File: config.mk
export PLATFORM = sky130hd
export DESIGN_NAME = frame_buf_arb
export DESIGN_NICKNAME = d
export VERILOG_FILES = /design/src/rtl/frame_buf_pkg.sv /design/src/rtl/frame_buf_arb_rr_arb2.sv /design/src/rtl/frame_buf_arb.sv
export SDC_FILE = /design/constraint.sdc
export NUM_CORES = 1
export LEC_CHECK = 0
export ABC_CLOCK_PERIOD_IN_PS = 2800
export CAP_MARGIN = 10
export CORE_MARGIN = 1.5
export CORE_UTILIZATION = 39
export DETAILED_ROUTE_END_ITERATION = 6
export PLACE_DENSITY = 0.79
export SLEW_MARGIN = 10
export SYNTH_ARGS = -nofsm -noshare
export SYNTH_HDL_FRONTEND = slang
export SYNTH_HIERARCHICAL = 1
export SYNTH_SLANG_ARGS = --single-unit
File: constraint.sdc
create_clock -name clk -period 2.8 [get_ports clk]
set_input_delay 0.56 -clock clk [delete_from_list [all_inputs] [get_ports clk]]
set_output_delay 0.56 -clock clk [all_outputs]
set_load 0.02 [all_outputs]
File: src/rtl/frame_buf_pkg.sv
// Shared constants for the frame buffer arbiter: FSM state encodings,
// enable polarity helpers and requester indices.
package frame_buf_pkg;

  localparam logic [1:0] IDLE     = 2'd0;
  localparam logic [1:0] WR_BURST = 2'd1;
  localparam logic [1:0] RD_BURST = 2'd2;

  localparam logic ASSERT_L   = 1'b0;
  localparam logic DEASSERT_L = 1'b1;
  localparam logic ASSERT_H   = 1'b1;
  localparam logic DEASSERT_H = 1'b0;

  // Requester positions in the req/gnt vectors of rr_arb2.
  localparam int REQ_WR = 0;
  localparam int REQ_RD = 1;

endpackage

File: src/rtl/frame_buf_arb_rr_arb2.sv
// Two-way round-robin arbiter; on a tie the requester not granted last wins.
// last = 1 means the read side (REQ_RD) was granted most recently.
module rr_arb2
  import frame_buf_pkg::*;
(
  input  logic [1:0] req,
  input  logic       last,
  output logic [1:0] gnt
);

  always_comb begin
    gnt = '0;
    if (req[REQ_WR] && req[REQ_RD]) begin
      if (last) gnt[REQ_WR] = ASSERT_H;
      else      gnt[REQ_RD] = ASSERT_H;
    end else begin
      gnt = req;
    end
  end

endmodule

File: src/rtl/frame_buf_arb.sv
// Frame buffer arbiter: grants one write or read burst at a time to a shared
// single-port style memory interface, with read-beat timeout.
//
// state    | meaning
// IDLE     | no burst; arbitrate wr_req/rd_req, grant and latch base address
// WR_BURST | mem_wr_en low, one beat accepted per mem_wr_rdy
// RD_BURST | mem_rd_en low, one beat outstanding, timeout armed
module frame_buf_arb
  import frame_buf_pkg::*;
#(
  parameter int DATA_WIDTH = 32,
  parameter int ADDR_WIDTH = 29,
  parameter int BURST_LEN  = 16,
  parameter int RD_TIMEOUT = 15
) (
  input  logic                  clk,
  input  logic                  reset,
  input  logic                  wr_req,
  input  logic [ADDR_WIDTH-1:0] wr_start_addr,
  input  logic [DATA_WIDTH-1:0] wr_data,
  output logic                  wr_grant,
  output logic                  wr_data_ack,
  output logic                  wr_done,
  input  logic                  rd_req,
  input  logic [ADDR_WIDTH-1:0] rd_start_addr,
  output logic                  rd_grant,
  output logic [DATA_WIDTH-1:0] rd_data,
  output logic                  rd_data_valid,
  output logic                  rd_done,
  output logic                  rd_err,
  output logic                  mem_wr_en,
  output logic                  mem_rd_en,
  output logic [ADDR_WIDTH-1:0] mem_wr_addr,
  output logic [ADDR_WIDTH-1:0] mem_rd_addr,
  output logic [DATA_WIDTH-1:0] mem_wr_data,
  input  logic                  mem_wr_rdy,
  input  logic                  mem_rd_data_valid,
  input  logic [DATA_WIDTH-1:0] mem_rd_data
);

  localparam int CW = $clog2(BURST_LEN);
  localparam int TW = $clog2(RD_TIMEOUT + 1);

  logic [1:0]            state_q, state_d;
  logic [ADDR_WIDTH-1:0] base_q, base_d;
  logic [CW-1:0]         count_q, count_d;
  logic [TW-1:0]         tmo_q, tmo_d;
  logic                  last_q, last_d;
  logic [DATA_WIDTH-1:0] rd_data_q, rd_data_d;
  logic                  rd_data_valid_q, rd_data_valid_d;
  logic                  rd_done_q, rd_done_d;
  logic                  rd_err_q, rd_err_d;
  logic [1:0]            gnt;
  logic                  beat_last;
  logic [ADDR_WIDTH-1:0] beat_addr;

  rr_arb2 u_rr_arb2 (
    .req  ({rd_req, wr_req}),
    .last (last_q),
    .gnt  (gnt)
  );

  assign beat_last = (count_q == CW'(BURST_LEN - 1));
  // Address arithmetic wraps naturally at ADDR_WIDTH bits.
  assign beat_addr = base_q + ADDR_WIDTH'(count_q);

  // Grants are gated by reset so no pulse escapes while reset is held.
  assign wr_grant    = reset & (state_q == IDLE) & gnt[REQ_WR];
  assign rd_grant    = reset & (state_q == IDLE) & gnt[REQ_RD];
  assign wr_data_ack = (state_q == WR_BURST) & mem_wr_rdy;
  assign wr_done     = wr_data_ack & beat_last;

  assign mem_wr_en   = (state_q == WR_BURST) ? ASSERT_L : DEASSERT_L;
  assign mem_rd_en   = (state_q == RD_BURST) ? ASSERT_L : DEASSERT_L;
  assign mem_wr_addr = beat_addr;
  assign mem_rd_addr = beat_addr;
  assign mem_wr_data = wr_data;

  assign rd_data       = rd_data_q;
  assign rd_data_valid = rd_data_valid_q;
  assign rd_done       = rd_done_q;
  assign rd_err        = rd_err_q;

  always_comb begin
    state_d         = state_q;
    base_d          = base_q;
    count_d         = count_q;
    tmo_d           = tmo_q;
    last_d          = last_q;
    rd_data_d       = rd_data_q;
    rd_data_valid_d = DEASSERT_H;
    rd_done_d       = DEASSERT_H;
    rd_err_d        = DEASSERT_H;
    case (state_q)
      IDLE: begin
        if (gnt[REQ_RD]) begin
          state_d = RD_BURST;
          base_d  = rd_start_addr;
          count_d = '0;
          tmo_d   = '0;
          last_d  = 1'b1;
        end else if (gnt[REQ_WR]) begin
          state_d = WR_BURST;
          base_d  = wr_start_addr;
          count_d = '0;
          last_d  = 1'b0;
        end
      end
      WR_BURST: begin
        if (mem_wr_rdy) begin
          count_d = count_q + CW'(1);
          if (beat_last) state_d = IDLE;
        end
      end
      RD_BURST: begin
        if (mem_rd_data_valid) begin
          rd_data_d       = mem_rd_data;
          rd_data_valid_d = ASSERT_H;
          count_d         = count_q + CW'(1);
          tmo_d           = '0;
          if (beat_last) begin
            rd_done_d = ASSERT_H;
            state_d   = IDLE;
          end
        end else if (tmo_q == TW'(RD_TIMEOUT - 1)) begin
          rd_err_d = ASSERT_H;
          state_d  = IDLE;
        end else begin
          tmo_d = tmo_q + TW'(1);
        end
      end
      default: state_d = IDLE;
    endcase
  end

  always_ff @(posedge clk or negedge reset) begin
    if (!reset) begin
      state_q         <= IDLE;
      base_q          <= '0;
      count_q         <= '0;
      tmo_q           <= '0;
      last_q          <= 1'b0;
      rd_data_q       <= '0;
      rd_data_valid_q <= DEASSERT_H;
      rd_done_q       <= DEASSERT_H;
      rd_err_q        <= DEASSERT_H;
    end else begin
      state_q         <= state_d;
      base_q          <= base_d;
      count_q         <= count_d;
      tmo_q           <= tmo_d;
      last_q          <= last_d;
      rd_data_q       <= rd_data_d;
      rd_data_valid_q <= rd_data_valid_d;
      rd_done_q       <= rd_done_d;
      rd_err_q        <= rd_err_d;
    end
  end

endmodule

# Word-level counts from Yosys, hierarchy flattened
# Index checks and enable logic that the tools add are counted.
dict set report classes {
  addsub 3
  n_mul 0
  n_div 0
  order_cmp 0
  n_eq_ne 10
  shift 0
  muxes 33
  bitwise_logic 5
  reduce_logical 10
}
# cell n
set ops {}
lappend ops {{$mux W29} 2}
lappend ops {{$add A29 B4 Y29} 1}
lappend ops {{$mux W4} 7}
lappend ops {{$mux W1} 14}
lappend ops {{$mux W2} 7}
lappend ops {{$pmux W4 S3} 1}
lappend ops {{$add A4 B1 Y4 const B} 2}
lappend ops {{$eq A4 B4 Y1 const B} 2}
lappend ops {{$pmux W4 S2} 1}
lappend ops {{$ne A2 B2 Y1 const B} 3}
lappend ops {{$ne A3 B3 Y1 const B} 2}
lappend ops {{$pmux W2 S3} 1}
lappend ops {{$reduce_and A3 Y1} 2}
lappend ops {{$and A1 B1 Y1} 5}
lappend ops {{$reduce_and A2 Y1} 2}
lappend ops {{$reduce_and A4 Y1} 1}
lappend ops {{$reduce_bool A2 Y1} 2}
lappend ops {{$ne A3 B2 Y1 const B} 1}
lappend ops {{$reduce_bool A3 Y1} 1}
lappend ops {{$eq A2 B1 Y1 const B} 1}
lappend ops {{$eq A2 B2 Y1 const B} 1}
lappend ops {{$logic_not A2 Y1} 1}
lappend ops {{$logic_and A1 B1 Y1} 1}
dict set report word_totals {
  regBits 75
  latch_bits 0
  ram_bits 0
  mem_bits_ro 0
  word_cells 70
  n_memories 0
}

# Depth between registers and ports, before layout
# Gate-level depths: netlist (run 1).
dict set report logic_depth {
  ltp_word 5
  depth_mapped 8
  ltp_nobuf 7
}

# Cells and area by module
# Netlist (run 1), hierarchy kept.
# mod n_inst cells_each area_per_inst_um2
set modules_own_cells {}
lappend modules_own_cells {frame_buf_arb 1 432 4418.0}
lappend modules_own_cells {rr_arb2 1 3 18.8}

# Worst setup path before layout (run 1)
# No wires, ideal clock.
dict set report synth_path {
  path_kind {register to output}
  startpoint {register count_q[0]}
  endpoint {output mem_wr_addr[22]}
  arrival_ps 2090
  t_required_ps 2240
  path_slack_ps 150
  path_stages_with_launch 9
  n_path_buf 2
  cell_sequence {dfrtp_1 ha_1 fa_1 a21oi_1 o31ai_2 buf_4 nand4_1 xnor2_1 buf_4}
}
dict set report synth_via {
  elab_chain_cells 1
}
# item line_no
set synth_lines {}
lappend synth_lines {{from (decl)} frame_buf_arb.sv:46} ;# logic [CW-1:0] count_q, count_d;
lappend synth_lines {{from (signal assigned)} frame_buf_arb.sv:150} ;# count_q <= count_d;
lappend synth_lines {{$add A29 B4 Y29} frame_buf_arb.sv:65} ;# assign beat_addr = base_q + ADDR_WIDTH'(count_q);
lappend synth_lines {{to (decl)} frame_buf_arb.sv:33} ;# output logic [ADDR_WIDTH-1:0] mem_wr_addr,
# No other way between the ends.

# Final worst setup path (run 1)
dict set report layout_path {
  startpoint {register count_q[3]}
  endpoint {output mem_rd_addr[28]}
}
dict set report layout_via {
  elab_chain_cells 1
}
# item line_no
set layout_lines {}
lappend layout_lines {{$add A29 B4 Y29} frame_buf_arb.sv:65}
lappend layout_lines {{to (decl)} frame_buf_arb.sv:34} ;# output logic [ADDR_WIDTH-1:0] mem_rd_addr,
# No other way between the ends.

==> results of run 1 <==
## kinds of logic (layout without fill, tap and decap cells)
group / count (synthesis) / after routing / synth area share (%)
buffers and inverters: 94 / 265 / 14.1
adder cells (fa/ha/maj): 13 / 13 / 3.84
XOR/XNOR: 26 / 26 / 5.13
flip-flops: 75 / 75 / 42.3
AND/OR/NAND/NOR: 109 / 109 / 11.9
AO/OA/AOI/OAI: 55 / 55 / 7.61
multiplexers: 63 / 63 / 15.1
## synth_stat cells (2+ instances only)
master | count | area share (%)
buf_4 | 63 | 11
a21oi_1 | 7 | 0.79
nand2b_1 | 2 | 0.28
mux2_2 | 33 | 8.4
and3_1 | 8 | 1.1
nand2_1 | 44 | 3.7
dfrtp_1 | 75 | 42
xor2_1 | 2 | 0.39
and2_1 | 2 | 0.28
xnor2_1 | 24 | 4.7
clkbuf_1 | 4 | 0.34
nand3_1 | 16 | 1.8
mux2i_1 | 30 | 6.8
inv_1 | 13 | 1.1
buf_6 | 3 | 0.76
ha_1 | 12 | 3.4
nand4_1 | 16 | 2.3
and4_1 | 2 | 0.39
buf_2 | 10 | 1.1
nor3_1 | 3 | 0.34
nor2_1 | 11 | 0.93
o21ai_0 | 37 | 4.2
a32o_1 | 3 | 0.68
nor2b_1 | 3 | 0.42
## path summary, 6_finish.rpt
kind	slack, ns	cells past startpoint	startpoint	endpoint
worst max-delay path	-0.01	8	count_q[3]$_DFFE_PN0P_	mem_rd_addr[28]
worst min-delay path	0.12	1	reset	last_q$_DFFE_PN0P_
worst max register to register	0.91	6	state_q[0]$_DFFE_PN0P_	state_q[1]$_DFFE_PN0P_
worst min register to register	0.50	1	rd_data[15]$_DFFE_PN0P_	rd_data[15]$_DFFE_PN0P_
max in group asynchronous	1.69	2	reset	base_q[21]$_DFFE_PN0P_
min in group clk	0.50	1	rd_data[15]$_DFFE_PN0P_	rd_data[15]$_DFFE_PN0P_
## layer usage
layer,routed length (um),part of all wire [%]
met1,4420,36
met4,302,2.4
met2,6680,54
met5,0,0
met3,981,7.9
## through the flow
stage | cells | util [%] | power [mW] | worst slack, ns
CTS | 741 | 60.6 | 7.51 | -0.0706
detailed placement | 710 | 56.2 | 6.14 | -0.594
global route | 746 | 62.3 | 8.16 | -0.131
floorplan | 435 | - | 4.47 | 0.150
finish | 746 | 62.3 | 7.70 | -0.0147
global placement | 710 | 56.2 | 6.01 | -0.497
## registers in the layout (all words and copies together), names as in the netlist
name	flops
base_q	29
count_q	4
last_q	1
rd_data	32
rd_data_valid	1
rd_done	1
rd_err	1
state_q	2
tmo_q	4
## where the power goes
group	leakage, nW	internal (mW)	switching, mW
sequential	0.928	1.57	0.460
combinational	1.97	2.12	2.21
clock	0.169	0.892	0.443
total	3.07	4.59	3.11
## final cells by class
cell class,instances,share of cell area [%]
flip-flops and latches,75,27.4
inverters,14,0.804
repair buffers,235,31.5
multi-input cells,266,32.7
clock buffers,11,3.54
clock inverters,5,1.46
well taps,140,2.56
## critical path: stages, from the launching register on
cell and delay [ns]:
dfrtp_1 0.41, ha_4 0.30, buf_6 0.10, inv_4 0.03, o31ai_4 0.38, buf_12 0.17
nand4_1 0.15, xnor2_2 0.21, buf_4 0.17
## timing repair
action                                  4_1_cts  5_1_grt
setup buffers                                14        7
endpoints found under the setup margin       54       48
cloned                                        1        0
resized for setup                           275       58
pin swaps                                     8       16
==> impl_metrics.py, run 1 <==
metrics = {
    "detailed_routing": {
        "wl_per_cell_um": 16.6,
        "firstDrtPassIters": 4,
        "drc": 0,
        "first_iter_violations": 102,
        "drt_wl_total_um": 12400,
        "vias_per_cell": 5.08,
        "postRouteAntennaNets": 0,
        "vias": 3786,
    },
    "yosys": {
        "ys_ff_latch": 75,
        "yosysWarnings": 6,
        "async_flop_share_pct": 100,
        "syn_nets": 576,
        "synth.cell_area_mm2": 0.00444,
        "synthFlopType": "dfrtp_1",
        "synth.avg_cell_area_um2": 10.2,
        "synth_cell_types": 36,
        "synth_edf_count": 0,
        "syn_inst": 435,
        "ys_seq_area_share_pct": 42.3,
    },
    "timing": {
        "post-route-period-util_pct": 101,
        "fin_crit_ns": 2.81,
        "slew-limit-headroom_pct": 55.0,
        "worst_pin_slew_ns": 0.675,
        "clock.fmax_mhz": 355,
        "setup_violations": 4,
        "fin_ws_ns": -0.0147,
        "rsz0062_at_grt": "true",
        "fin_tns_setup_ns": -0.0461,
        "whs_ns": 0.125,
        "finalClockSkew_ns": 0.00456,
        "hold_viol": 0,
        "slew_viol_final": 0,
    },
    "global_route": {
        "grt-ovfl-total": 0,
        "grt_max_degree": 59,
        "grt_usage_pct": 20.4,
        "first_global_vias": 3916,
        "top_usage_layer": "met2",
        "met1_usage_pct": 21.9,
        "grt_util_met3_pct": 5.63,
        "antenna_found_initial": 0,
        "grt_pass1_wl_um": 18700,
        "use_met2_pct": 36.7,
    },
    "critical_path": {
        "crit_path_max_fanout": 4,
        "path_class": "reg -> out",
        "cp.required_ns": 2.24,
        "critPathLaunchType": "flop",
        "end_kind": "primary output",
        "crit_arrival_ns": 2.25,
    },
    "final_layout": {
        "diodes": 0,
        "multi_input_area_mm2": 0.00224,
        "area_delta_synth_final_pct": 54.3,
        "fillCellCount": 891,
        "stdcell_area_mm2": 0.00685,
        "layout-drive-gt1-share_pct": 29.4,
        "layout_common_cells": "139 x clkdlybuf4s50_1, 75 x dfrtp_1, 65 x buf_4",
        "final_common_cell": "clkdlybuf4s50_1",
        "fin_nets": 742,
        "seqCellArea_mm2": 0.00188,
    },
    "clock_tree": {
        "cts_buffers": 9,
        "ctsHoldBuffers": 0,
        "clock_latency_ns": 0.33,
        "cts_tree": "built",
        "path_clk_slew_ns": 0.06,
        "numClockSinks": 75,
        "cts_root_buf": "clkbuf_16",
        "cts_max_level": 3,
        "cts_max_path_buffers": 2,
    },
    "floorplan": {
        "rows": 38,
        "die_x_um": 110,
        "core_area_mm2": 0.0110,
        "start_util_pct": 40.4,
        "io-pin-count": 259,
        "fp.dieH_um": 110,
        "die-area_mm2": 0.0120,
    },
    "run_status": {
        "violations": "negative setup slack",
        "run_status": "complete, but fails checks",
    },
    "place": {
        "gp_congestion": 0.814,
        "place_area_mm2": 0.00617,
        "dp.final_hpwl_um": 8720,
        "portBuffers": 194,
    },
    "power": {
        "p_per_area_mw_per_mm2": 1120,
        "ir_drop_mv": 0.687,
        "leakage_nw": 3.07,
    },
    "flow_run": {
        "cap_violations": 0,
    },
    "hold_path": {
        "hp-class": "in -> async",
    },
}
(Power assumes the default switching activity.)
==> run 2, diff against run 1 <==
Settings changed: ABC_AREA set to 0, CORE_MARGIN 1.5 to 2.
==> run 2 against run 1 <==
  * The run still ends with negative setup slack left
  * Sequential share of layout area rose by 0.23 points
  * Combinational power fell by 3%
  * Global-route usage fell by 0.61 points
  * Utilization fell by 0.51 points
  * Fmax fell by 1.5%
  * Clock power fell by 11%
  * Cell area fell by 0.82%
  * Die area rose by 1.8%
  * Non-clock buffer count fell by 3
  * Clock-buffer cell count did not move
  * Highest routed layer unchanged
==> impl_metrics.py, run 2 (synthesis gave the netlist of run 1 again) <==
metrics = {
    "floorplan": {
        "core_area_mm2": 0.0110,
        "fp.dieH_um": 111,
        "die_x_um": 111,
        "start_util_pct": 40.4,
        "rows": 38,
        "die-area_mm2": 0.0122,
        "io-pin-count": 259,
    },
    "final_layout": {
        "final_cells": 744,
        "seqCellArea_mm2": 0.00188,
        "layout-drive-gt1-share_pct": 29.5,
        "fillCellCount": 884,
        "largest_reg_flops": 32,
        "utilization_pct": 61.8,
        "diodes": 0,
        "layout_common_cells": "139 x clkdlybuf4s50_1, 75 x dfrtp_1, 56 x buf_4",
        "fin_nets": 740,
        "final_common_cell": "clkdlybuf4s50_1",
        "area_delta_synth_final_pct": 53.1,
        "multi_input_area_mm2": 0.00226,
    },
    "timing": {
        "clock.fmax_mhz": 350,
        "fin_crit_ns": 2.86,
        "rsz0062_at_grt": "true",
        "hold_viol": 0,
        "fin_ws_ns": -0.0568,
        "finalClockSkew_ns": 0.00963,
        "post-route-period-util_pct": 102,
        "slew_viol_final": 0,
        "worst_pin_slew_ns": 0.923,
        "fin_tns_setup_ns": -0.172,
        "slew-limit-headroom_pct": 38.5,
        "setup_violations": 5,
    },
    "place": {
        "portBuffers": 194,
        "gp_congestion": 0.845,
        "place_inst": 713,
        "dp.final_hpwl_um": 8910,
        "dp_slack_ns": -0.747,
    },
    "critical_path": {
        "crit_path_max_fanout": 6,
        "path_class": "reg -> out",
        "end_kind": "primary output",
        "cp.required_ns": 2.24,
        "crit_arrival_ns": 2.30,
        "critPathLaunchType": "flop",
    },
    "detailed_routing": {
        "postRouteAntennaNets": 0,
        "vias_per_cell": 5.04,
        "drt_wl_total_um": 12400,
        "firstDrtPassIters": 6,
        "wl_per_cell_um": 16.7,
        "drc": 0,
        "first_iter_violations": 129,
        "vias": 3753,
    },
    "clock_tree": {
        "cts_buffers": 9,
        "cts_root_buf": "clkbuf_16",
        "numClockSinks": 75,
        "cts_max_level": 3,
        "path_clk_slew_ns": 0.06,
        "cts_max_path_buffers": 2,
        "clock_latency_ns": 0.33,
        "cts_tree": "built",
    },
    "global_route": {
        "grt-ovfl-total": 0,
        "antenna_found_initial": 0,
        "grt_pass1_wl_um": 19800,
        "grt_usage_pct": 19.8,
        "grt_max_degree": 75,
        "first_global_vias": 4083,
    },
    "hold_path": {
        "hp-class": "reg -> reg",
    },
    "flow_run": {
        "cap_violations": 0,
    },
    "power": {
        "leakage_nw": 3.02,
        "total_power_mw": 7.43,
        "ir_drop_mv": 0.779,
        "p_per_area_mw_per_mm2": 1090,
    },
    "run_status": {
        "run_status": "complete, but fails checks",
        "violations": "negative setup slack",
    },
}
run 2: cell types whose count changed in the layout (fill, tap and decap cells not counted), sizes merged:
cell and delta:
dlygate4sd3 +1, clkinv -1, clkbuf -2, dlygate4sd2 +2
clkinvlp +3, bufinv -2, o31ai +1, buf -2
clkdlybuf4s15 -2
run 2: final timing paths:
| path | end | startpoint | cells after the start | slack, ns |
|---|---|---|---|---|
| max | mem_rd_addr[16] | base_q[0]$_DFFE_PN0P_ | 9 | -0.06 |
| max reg2reg | count_q[2]$_DFFE_PN0P_ | last_q$_DFFE_PN0P_ | 6 | 0.82 |
| max in group asynchronous | base_q[13]$_DFFE_PN0P_ | reset | 3 | 1.16 |
| min | rd_data[7]$_DFFE_PN0P_ | rd_data[7]$_DFFE_PN0P_ | 1 | 0.51 |
| min reg2reg | rd_data[7]$_DFFE_PN0P_ | rd_data[7]$_DFFE_PN0P_ | 1 | 0.51 |
| min in group asynchronous | last_q$_DFFE_PN0P_ | reset | 2 | 0.56 |
run 2: per-stage QoR:
stage | hold WS (ns) | cell area (um2)
2_1_floorplan | 0.264 | 4440
3_3_place_gp | 0.352 | 6180
3_5_place_dp | 0.351 | 6180
4_1_cts | 0.509 | 6530
5_1_grt | 0.522 | 6790
6_report | 0.507 | 6790
run 2: area by class of cell:
| class | instances | area share [%] |
|---|---|---|
| multi-input combinational | 267 | 33.3 |
| timing repair buffer | 232 | 31.1 |
| sequential | 75 | 27.6 |
| clock buffer | 11 | 3.72 |
| tap | 140 | 2.58 |
| clock inverter | 5 | 0.903 |
| inverter | 14 | 0.774 |
run 2: layer usage:
layer / up-vias / track usage, % / share of wire (%)
met4: 0 / 8.50 / 3.2
met3: 36 / 9.08 / 10
li1: 1767 / - / -
met5: - / 0 / 0
met1: 1780 / 20.1 / 37
met2: 170 / 35.0 / 49
run 2: what timing repair did:
action	in CTS	in global routing
setup buffers	6	8
endpoints found under the hold margin	1	0
pin swaps	5	9
resized for setup	266	60
cloned	2	0
endpoints found under the setup margin	54	50
hold buffers	1	0
run 2: power by group:
group / switching [mW] / internal [mW]
sequential: 0.445 / 1.57
clock: 0.454 / 0.740
combinational: 2.19 / 2.03
run 2: worst max-delay path, stage by stage (launching register included):
cell	delay (ns)
dfrtp_1	0.40
ha_4	0.16
fa_2	0.24
a21oi_4	0.08
buf_12	0.13
o31ai_4	0.37
buf_4	0.20
nand3_4	0.07
xnor2_2	0.15
buf_4	0.17
==> run 3, diff against run 2 <==
Settings changed: PLACE_DENSITY 0.79 to 0.93, SETUP_SLACK_MARGIN set to 0.5.
==> run 3 against run 2 <==
  * The flow still finishes with violations (negative setup slack)
  * Utilization up 3.1 points
  * Final cell count up 0.67%
  * Critical path depth down 1
  * Register-to-register slack better by 0.05 ns
  * First-iteration DRC count up 4.7%
  * Fmax up 1.4%
  * Total power up 6.0%
  * Combinational power up 8.3%
  * Critical path type unchanged
  * Critical endpoint is now mem_wr_addr[4]
==> impl_metrics.py, run 3 (synthesis gave the netlist of run 1 again) <==
metrics = {
    "critical_path": {
        "crit_arrival_ns": 2.26,
        "ff2ff_path_depth": 7,
        "crit_path_max_fanout": 3,
        "cp.required_ns": 2.24,
        "path_class": "reg -> out",
        "crit_chain": "ha_2 -> fa_2 -> a21oi_4 -> buf_4 -> nor2_2 -> nor3_4 -> nor2_4 -> buf_4",
        "slowest_stage": "dfrtp_1",
        "slowest_delay_ns": 0.39,
        "critPathMostFrequentCell": "buf_4",
        "critPathLaunchType": "flop",
        "end_kind": "primary output",
    },
    "timing": {
        "slew_viol_final": 0,
        "hold_viol": 0,
        "finalClockSkew_ns": 0.00804,
        "worst_pin_slew_ns": 0.749,
        "post-route-period-util_pct": 101,
        "rsz0062_at_grt": "true",
        "whs_ns": 0.0993,
        "clock.fmax_mhz": 355,
        "slew-limit-headroom_pct": 50.1,
        "fin_ws_ns": -0.0162,
        "fin_crit_ns": 2.82,
        "setup_violations": 3,
    },
    "global_route": {
        "grt-ovfl-total": 0,
        "grt_pass1_wl_um": 20300,
        "grt_usage_pct": 20.6,
        "antenna_found_initial": 0,
        "grt_max_degree": 59,
        "first_global_vias": 4161,
    },
    "power": {
        "switching_share_pct": 40.8,
        "intPower_mw": 4.67,
        "leakage_nw": 3.18,
        "p_per_area_mw_per_mm2": 1100,
        "seq_power_share_pct": 25.9,
        "netSwitchingPower_mw": 3.21,
        "pwr-share-clk_pct": 16.0,
        "total_power_mw": 7.88,
        "ir_drop_mv": 0.597,
        "combPwrFrac_pct": 58.0,
    },
    "clock_tree": {
        "cts_max_path_buffers": 2,
        "cts_root_buf": "clkbuf_16",
        "cts_max_level": 3,
        "clock_latency_ns": 0.33,
        "numClockSinks": 75,
        "cts_buffers": 9,
        "path_clk_slew_ns": 0.06,
        "cts_tree": "built",
    },
    "detailed_routing": {
        "firstDrtPassIters": 4,
        "drc": 0,
        "wl_per_cell_um": 17.1,
        "drt_wl_total_um": 12800,
        "postRouteAntennaNets": 0,
        "first_iter_violations": 135,
        "vias": 3832,
        "vias_per_cell": 5.12,
    },
    "hold_path": {
        "hp-class": "in -> async",
    },
    "floorplan": {
        "rows": 38,
        "die-area_mm2": 0.0122,
        "fp.dieH_um": 111,
        "io-pin-count": 259,
        "start_util_pct": 40.4,
        "core_area_mm2": 0.0110,
        "die_x_um": 111,
    },
    "run_status": {
        "violations": "negative setup slack",
        "run_status": "complete, but fails checks",
    },
    "final_layout": {
        "area_delta_synth_final_pct": 60.9,
        "layout_common_cells": "130 x clkdlybuf4s50_1, 75 x dfrtp_1, 70 x buf_4",
        "diodes": 0,
        "layout-drive-gt1-share_pct": 34.0,
        "final_common_cell": "clkdlybuf4s50_1",
        "largest_reg_flops": 32,
        "fin_nets": 745,
    },
    "place": {
        "gp_congestion": 0.831,
        "portBuffers": 194,
        "dp_slack_ns": -0.695,
        "dp.final_hpwl_um": 9070,
    },
    "flow_run": {
        "cap_violations": 0,
    },
}
==> run 3: final timing paths <==
path                                                end                     from  slack, ns
worst max-delay path                     mem_wr_addr[4]   count_q[0]$_DFFE_PN0P_      -0.02
worst min-delay path                 last_q$_DFFE_PN0P_                    reset        0.1
worst max register to register   count_q[2]$_DFFE_PN0P_       last_q$_DFFE_PN0P_       0.87
worst min register to register  rd_data[22]$_DFFE_PN0P_  rd_data[22]$_DFFE_PN0P_       0.51
max in group asynchronous        base_q[26]$_DFFE_PN0P_                    reset       1.67
min in group clk                rd_data[22]$_DFFE_PN0P_  rd_data[22]$_DFFE_PN0P_       0.51
==> run 3: cell type report <==
| cell class | count | area [um2] |
|---|---|---|
| well taps | 140 | 175 |
| inverters | 14 | 52.6 |
| multi-input cells | 267 | 2440 |
| flip-flops and latches | 75 | 1880 |
| repair buffers | 237 | 2260 |
| clock inverters | 4 | 72.6 |
| fillers | 832 | 3850 |
| clock buffers | 12 | 256 |
==> run 3: what timing repair did <==
action | 4_1_cts | 5_1_grt
pin swaps | 24 | 27
gates resized for setup | 334 | 22
setup buffers | 15 | 5
gates cloned | 2 | 0
setup endpoints to repair | 62 | 80
hold buffers | 0 | 0
==> run 3: through the flow <==
| stage | TNS, ns | utilization (%) | cells | cell area, um2 |
|---|---|---|---|---|
| 6_report | -0.0289 | 65.0 | 749 | 7140 |
| 4_1_cts | -0.317 | 63.9 | 744 | 7020 |
| 3_3_place_gp | -13.30 | 58.5 | 711 | 6420 |
| 2_1_floorplan | 0 | - | 435 | 4670 |
| 3_5_place_dp | -16.22 | 58.5 | 711 | 6420 |
| 5_1_grt | -1.63 | 65.0 | 749 | 7140 |
==> run 3: worst max-delay path: cells and delay by family (launching register included) <==
family	cells	cell delay, ns
AO/OA/AOI/OAI	1	0.25
adder cells (fa/ha/maj)	2	0.58
buffers and inverters	2	0.32
flip-flops	1	0.39
AND/OR/NAND/NOR	3	0.38
==> run 3: power by group through the flow <==
stage | Sequential (mW) | Clock [mW] | Combinational [mW]
after detailed placement | 2.04 | 0 | 4.31
after floorplan | 2.27 | 0 | 2.40
after global placement | 1.99 | 0 | 4.20
after CTS | 2.03 | 1.30 | 4.46
after global routing | 2.10 | 1.34 | 4.86
final | 2.04 | 1.26 | 4.57
==> run 3: layer usage <==
metal	GRT usage (%)	up-vias	wire length, um
met5	0	-	0
met4	8.75	0	323
met3	6.67	36	1050
met2	37.8	189	6750
met1	21.6	1828	4690
li1	-	1779	-
